<file path="src/rtl/dmem_pkg.sv">
// Shared types for the data-memory arbiter: port indices, request and response records.
package dmem_pkg;

    localparam int unsigned PORT_CPU = 0;
    localparam int unsigned PORT_DBG = 1;

    typedef struct packed {
        logic        we;
        logic [3:0]  strobe;
        logic [31:0] addr;
        logic [31:0] wdata;
    } dmem_req_t;

    typedef struct packed {
        logic [31:0] rdata;
        logic        err;
    } dmem_rsp_t;

endpackage

</file>
<file path="src/rtl/dmem_arbiter_if.sv">
// One requester port of the data-memory arbiter: request channel plus response channel.
interface dmem_arbiter_if #(
    parameter int unsigned AW = 32
);
    logic          req_valid;
    logic          req_ready;
    logic          req_we;
    logic [3:0]    req_strobe;
    logic [AW-1:0] req_addr;
    logic [31:0]   req_wdata;
    logic          rsp_valid;
    logic          rsp_ready;
    logic [31:0]   rsp_rdata;
    logic          rsp_err;

    modport master (
        output req_valid, req_we, req_strobe, req_addr, req_wdata, rsp_ready,
        input  req_ready, rsp_valid, rsp_rdata, rsp_err
    );

    modport slave (
        input  req_valid, req_we, req_strobe, req_addr, req_wdata, rsp_ready,
        output req_ready, rsp_valid, rsp_rdata, rsp_err
    );
endinterface

</file>
<file path="src/rtl/dmem_rsp_buf.sv">
// One-deep response register: loads on grant, holds until consumed.
module dmem_rsp_buf import dmem_pkg::*; (
    input  logic      clk,
    input  logic      rst,
    input  logic      load,
    input  dmem_rsp_t load_rsp,
    input  logic      rsp_ready,
    output logic      rsp_valid,
    output dmem_rsp_t rsp,
    output logic      free
);
    logic      valid_q;
    dmem_rsp_t rsp_q;

    // Consuming in the same cycle frees the slot for a back-to-back accept.
    assign free      = !valid_q || rsp_ready;
    assign rsp_valid = valid_q;
    assign rsp       = rsp_q;

    always_ff @(posedge clk) begin
        if (rst) begin
            valid_q <= 1'b0;
            rsp_q   <= '0;
        end else if (load) begin
            valid_q <= 1'b1;
            rsp_q   <= load_rsp;
        end else if (rsp_ready) begin
            valid_q <= 1'b0;
        end
    end
endmodule

</file>
<file path="src/rtl/dmem_arbiter.sv">
// Two-port arbiter in front of the single-port data memory (port 0 CPU, port 1 debug/DMA).
// Define DMEM_ARB_P0_PRIO_EN for fixed port-0 priority instead of round robin.
module dmem_arbiter import dmem_pkg::*; #(
    parameter int unsigned DEPTH = 256,
    parameter int unsigned AW    = 32
) (
    input  logic           clk,
    input  logic           rst,
    dmem_arbiter_if.slave  p0,
    dmem_arbiter_if.slave  p1,
    output logic           mem_we,
    output logic [3:0]     mem_strobe,
    output logic [31:0]    mem_addr,
    output logic [31:0]    mem_wdata,
    input  logic [31:0]    mem_rdata
);
    logic [1:0]    elig;
    logic [1:0]    gnt;
    logic [1:0]    free;
    logic [AW-1:0] sel_addr;
    logic          in_range;
    dmem_req_t     sel;
    dmem_rsp_t     load_rsp;
    dmem_rsp_t     rsp0;
    dmem_rsp_t     rsp1;

    // Nothing is granted while in reset, so no write slips through on the reset edge.
    assign elig[PORT_CPU] = !rst && p0.req_valid && free[PORT_CPU];
    assign elig[PORT_DBG] = !rst && p1.req_valid && free[PORT_DBG];

`ifdef DMEM_ARB_P0_PRIO_EN
    assign gnt[PORT_CPU] = elig[PORT_CPU];
    assign gnt[PORT_DBG] = elig[PORT_DBG] && !elig[PORT_CPU];
`else
    logic last_grant_q;

    // On a tie, the port that did not win last time is granted.
    assign gnt[PORT_CPU] = elig[PORT_CPU] && (!elig[PORT_DBG] || last_grant_q);
    assign gnt[PORT_DBG] = elig[PORT_DBG] && (!elig[PORT_CPU] || !last_grant_q);

    always_ff @(posedge clk) begin
        if (rst) begin
            last_grant_q <= 1'b1;
        end else if (|gnt) begin
            last_grant_q <= gnt[PORT_DBG];
        end
    end
`endif

    assign p0.req_ready = gnt[PORT_CPU];
    assign p1.req_ready = gnt[PORT_DBG];

    // Port 0 drives the memory bus whenever port 1 is not granted.
    always_comb begin
        sel_addr   = gnt[PORT_DBG] ? p1.req_addr   : p0.req_addr;
        sel.we     = gnt[PORT_DBG] ? p1.req_we     : p0.req_we;
        sel.strobe = gnt[PORT_DBG] ? p1.req_strobe : p0.req_strobe;
        sel.wdata  = gnt[PORT_DBG] ? p1.req_wdata  : p0.req_wdata;
        sel.addr   = 32'(sel_addr);
    end

    assign in_range   = (sel_addr >> 2) < AW'(DEPTH);
    assign mem_we     = (|gnt) && sel.we && in_range;
    assign mem_strobe = sel.strobe;
    assign mem_addr   = sel.addr;
    assign mem_wdata  = sel.wdata;

    always_comb begin
        load_rsp.rdata = (!sel.we && in_range) ? mem_rdata : 32'h0;
        load_rsp.err   = !in_range;
    end

    dmem_rsp_buf u_buf0 (
        .clk       (clk),
        .rst       (rst),
        .load      (gnt[PORT_CPU]),
        .load_rsp  (load_rsp),
        .rsp_ready (p0.rsp_ready),
        .rsp_valid (p0.rsp_valid),
        .rsp       (rsp0),
        .free      (free[PORT_CPU])
    );

    dmem_rsp_buf u_buf1 (
        .clk       (clk),
        .rst       (rst),
        .load      (gnt[PORT_DBG]),
        .load_rsp  (load_rsp),
        .rsp_ready (p1.rsp_ready),
        .rsp_valid (p1.rsp_valid),
        .rsp       (rsp1),
        .free      (free[PORT_DBG])
    );

    assign p0.rsp_rdata = rsp0.rdata;
    assign p0.rsp_err   = rsp0.err;
    assign p1.rsp_rdata = rsp1.rdata;
    assign p1.rsp_err   = rsp1.err;
endmodule

</file>
<file path="src/flat_wrapper.sv">
// flat-port wrapper written by rule: the top's interface ports become plain ports
module dmem_arbiter_flat import dmem_pkg::*;
#(
    parameter int unsigned DEPTH = 256,
    parameter int unsigned AW    = 32
)
  (clk, rst, mem_we, mem_strobe, mem_addr, mem_wdata, mem_rdata, p0_req_valid, p0_req_we, p0_req_strobe, p0_req_addr, p0_req_wdata, p0_rsp_ready, p0_req_ready, p0_rsp_valid, p0_rsp_rdata, p0_rsp_err, p1_req_valid, p1_req_we, p1_req_strobe, p1_req_addr, p1_req_wdata, p1_rsp_ready, p1_req_ready, p1_rsp_valid, p1_rsp_rdata, p1_rsp_err);
  dmem_arbiter_if #(.AW(AW)) p0_i ();
  dmem_arbiter_if #(.AW(AW)) p1_i ();
  input  logic clk;
  input  logic rst;
  output logic mem_we;
  output logic [3:0] mem_strobe;
  output logic [31:0] mem_addr;
  output logic [31:0] mem_wdata;
  input  logic [31:0] mem_rdata;
  input wire logic [$bits(p0_i.req_valid)-1:0] p0_req_valid;
  input wire logic [$bits(p0_i.req_we)-1:0] p0_req_we;
  input wire logic [$bits(p0_i.req_strobe)-1:0] p0_req_strobe;
  input wire logic [$bits(p0_i.req_addr)-1:0] p0_req_addr;
  input wire logic [$bits(p0_i.req_wdata)-1:0] p0_req_wdata;
  input wire logic [$bits(p0_i.rsp_ready)-1:0] p0_rsp_ready;
  output wire logic [$bits(p0_i.req_ready)-1:0] p0_req_ready;
  output wire logic [$bits(p0_i.rsp_valid)-1:0] p0_rsp_valid;
  output wire logic [$bits(p0_i.rsp_rdata)-1:0] p0_rsp_rdata;
  output wire logic [$bits(p0_i.rsp_err)-1:0] p0_rsp_err;
  input wire logic [$bits(p1_i.req_valid)-1:0] p1_req_valid;
  input wire logic [$bits(p1_i.req_we)-1:0] p1_req_we;
  input wire logic [$bits(p1_i.req_strobe)-1:0] p1_req_strobe;
  input wire logic [$bits(p1_i.req_addr)-1:0] p1_req_addr;
  input wire logic [$bits(p1_i.req_wdata)-1:0] p1_req_wdata;
  input wire logic [$bits(p1_i.rsp_ready)-1:0] p1_rsp_ready;
  output wire logic [$bits(p1_i.req_ready)-1:0] p1_req_ready;
  output wire logic [$bits(p1_i.rsp_valid)-1:0] p1_rsp_valid;
  output wire logic [$bits(p1_i.rsp_rdata)-1:0] p1_rsp_rdata;
  output wire logic [$bits(p1_i.rsp_err)-1:0] p1_rsp_err;
  assign p0_i.req_valid = p0_req_valid;
  assign p0_i.req_we = p0_req_we;
  assign p0_i.req_strobe = p0_req_strobe;
  assign p0_i.req_addr = p0_req_addr;
  assign p0_i.req_wdata = p0_req_wdata;
  assign p0_i.rsp_ready = p0_rsp_ready;
  assign p0_req_ready = p0_i.req_ready;
  assign p0_rsp_valid = p0_i.rsp_valid;
  assign p0_rsp_rdata = p0_i.rsp_rdata;
  assign p0_rsp_err = p0_i.rsp_err;
  assign p1_i.req_valid = p1_req_valid;
  assign p1_i.req_we = p1_req_we;
  assign p1_i.req_strobe = p1_req_strobe;
  assign p1_i.req_addr = p1_req_addr;
  assign p1_i.req_wdata = p1_req_wdata;
  assign p1_i.rsp_ready = p1_rsp_ready;
  assign p1_req_ready = p1_i.req_ready;
  assign p1_rsp_valid = p1_i.rsp_valid;
  assign p1_rsp_rdata = p1_i.rsp_rdata;
  assign p1_rsp_err = p1_i.rsp_err;
  dmem_arbiter #(.DEPTH(DEPTH), .AW(AW)) u_core (.clk(clk), .rst(rst), .p0(p0_i), .p1(p1_i), .mem_we(mem_we), .mem_strobe(mem_strobe), .mem_addr(mem_addr), .mem_wdata(mem_wdata), .mem_rdata(mem_rdata));
endmodule
</file>
<file path="config.mk">
export PLATFORM = sky130hd
export DESIGN_NAME = dmem_arbiter_flat
export DESIGN_NICKNAME = d
export VERILOG_FILES = /design/src/rtl/dmem_pkg.sv /design/src/rtl/dmem_arbiter_if.sv /design/src/rtl/dmem_rsp_buf.sv /design/src/rtl/dmem_arbiter.sv /design/src/flat_wrapper.sv
export SDC_FILE = /design/constraint.sdc
export NUM_CORES = 1
export LEC_CHECK = 0
export CORE_AREA = 2 2 121 123
export DETAILED_ROUTE_END_ITERATION = 8
export DIE_AREA = 0 0 123 125
export DONT_BUFFER_PORTS = 1
export PLACE_DENSITY = 0.43
export SYNTH_ARGS = -nofsm -noshare
export SYNTH_HDL_FRONTEND = slang
export SYNTH_SLANG_ARGS = --single-unit
</file>
<file path="constraint.sdc">
create_clock -name clk -period 1.85 [get_ports clk]
set_clock_uncertainty 0.1 [all_clocks]
set_input_delay 0.37 -clock clk [delete_from_list [all_inputs] [get_ports clk]]
set_output_delay 0.37 -clock clk [all_outputs]
set_load 0.02 [all_outputs]
</file>
==> flow_summary.ini <==
[setup_path]
worstPathRequired_ns = 1.38
cp_max_fo = 9
path_class = reg2out
arrival_ns = 1.82
endpoint_kind = output port
startpoint_type = register

[die]
start_util_pct = 22.5
die_x_um = 123
dieArea_um2 = 15400
io_pins = 315
core_um2 = 14200
die_y_um = 125
rows = 44

[detailed_routing]
drc = 0
drt_wl_total_um = 13100
drt_iter0_drc = 148
ant_nets = 0
vias = 2759
wl_per_cell_um = 24.6
dr.pass1.iters = 4
via_per_inst = 5.17

[final_layout]
area_delta_synth_final_pct = 42.1
layout-drive-gt1-share_pct = 43.8
fillers = 1463
final_cell_area_um2 = 4530
nets = 520

[cts]
clock-sinks = 69
clk_pin_slew_ns = 0.06
clockBufferDepth = 2
cts_tree = yes
clk_latency_ns = 0.32
root_buffer = clkbuf_16
cts_max_level = 3
cts-buffers-inserted = 9

[global_routing]
grt_max_degree = 33
overflow = 0
antenna_found_initial = 1
grt_first_pass_wirelength_um = 17400
track_usage_pct = 15.5
grt_pass1_vias = 2756

[synth]
syn_area_per_cell_um2 = 10.0
synth_flop_cell = dfxtp_1
ys_seq_area_share_pct = 43.3
yosys-top-cells-area = dfxtp_1 43%, a22o_1 18%, mux2_2 17%, nand2_1 8.1%, nor4_1 1.8%
ys_seq_elements = 69
synth_common_cells = 69 x dfxtp_1, 69 x nand2_1, 64 x a22o_1, 47 x mux2_2, 11 x buf_2
async_reset_ff_share_pct = 0
synth_edf_count = 0
ys_warn_count = 0
yosys.area.top_type_share_pct = 43.3
syn_inst = 318
yosys.area.top_type = dfxtp_1
netlist_area_um2 = 3190
yosysUniqueCellTypes = 34
synth_nets = 494

[run]
cap_violations = 0

[placed_design]
place.gp.congestion = 0.954
hpwl_um = 9870
portBuffers = 0
pre_cts_slack_ns = -0.380
place_area_um2 = 3800

[timing]
finalCriticalPeriod_ns = 2.29
period_share_pct = 124
report.final.slew_viol_count = 0
fmax_ghz = 0.436
slew_headroom_pct = 77.9
worstMarginPinSlew_ns = 0.331
holdWs_ns = 0.0301
setup-violations-final = 70
timing.final.ws_setup_ns = -0.442
hold_viol = 0
rsz0062_at_grt = true

[power]
power_density_nw_per_um2 = 873
leakage_nw = 1.98
peakVddDrop_mv = 0.399

[status]
status = finished, violations left
failed_checks = setup timing

[worst_hold_path]
hold_path_class = in2reg
power by group:
group	switching (mW)	internal, mW	total [mW]
logic	0.419	0.315	0.734
clock network	0.664	1.05	1.71
registers	0.0128	1.50	1.51
total	1.10	2.86	3.96
stage by stage:
step / instances / total power [mW] / utilization [%] / setup TNS [ns]
floorplan: 318 / 2.07 / - / -4.16
global placement: 502 / 2.15 / 26.8 / -11.57
detailed placement: 502 / 2.15 / 26.8 / -13.22
CTS: 525 / 3.94 / 30.0 / -31.05
global route: 534 / 4.12 / 31.9 / -31.90
finish: 534 / 3.96 / 31.9 / -27.68
final timing paths:
kind	startpoint	end	slack, ns	depth (start not counted)
hold / removal	rst	u_core.u_buf1.rsp[0]	0.03	1
setup / recovery	u_core.u_buf0.rsp_valid	mem_wdata[22]	-0.44	6
hold reg to reg	u_core.u_buf1.rsp_valid	u_core.u_buf1.rsp_valid	0.52	3
setup reg to reg	u_core.u_buf0.rsp_valid	u_core.u_buf1.rsp[1]	0.10	8
sequential cells by signal, indices dropped and copies added (netlist names):
register	flops
u_core.u_buf0.rsp	33
u_core.u_buf1.rsp	33
u_core.last_grant_q	1
u_core.u_buf0.rsp_valid	1
u_core.u_buf1.rsp_valid	1
layout by cell type (no fill, tap or decap), types with 2 or more instances in the layout:
cell and instances:
a21oi_1 2, a22o_1 64, and4_1 2, buf_12 7, buf_16 4, buf_4 20
buf_6 2, clkbuf_16 13, clkinv_2 2, clkinv_4 2, dfxtp_1 66, dfxtp_2 2
inv_1 2, mux2_4 47, nand2_1 36, nand2_2 15, nand2_4 18, nand2b_4 3
nor2_1 4, nor2_2 2, nor3_4 3, nor4_1 9
logic make-up (layout without fill, tap and decap cells):
family	after synthesis	count (layout)	share of synthesized area, %
compound gates	76	76	20.6
buf+inv	26	57	4.79
flops	69	69	43.3
mux	47	47	16.6
other cells	0	1	0
simple gates	100	100	14.8
what timing repair did:
action | 4_1_cts | 5_1_grt
endpoints found under the setup margin | 71 | 103
hold buffers | 1 | 0
buffers inserted | 3 | 4
endpoints found under the hold margin | 2 | 0
gates cloned | 3 | 4
gates resized for setup | 10 | 36
pin swaps | 2 | 10
routing by layer:
layer  track usage [%]  wire length (µm)
met3              8.39              1600
met4              5.01               192
met2              26.5              6730
met1              16.1              4630
met5                 0                 0
cell type report:
type                       count  area [µm²]  share of cell area, %
clock inverter                 7        73.8                   1.63
tap                          184         230                   5.08
clock buffer                   9         225                   4.97
multi-input combinational    223        2060                   45.6
antenna                        1        2.50                 0.0552
inverter                       3        13.8                  0.304
timing repair buffer          38         533                   11.8
sequential                    69        1390                   30.6
worst max-delay path, cell delays in order, from the launching register on:
cell and delay [ns]:
dfxtp_4 0.34, nor2b_4 0.12, o211a_4 0.24, nand2b_4 0.10
buf_12 0.18, clkbuf_16 0.17, mux2_4 0.34
No activity file was read; power rests on OpenSTA's default activity.
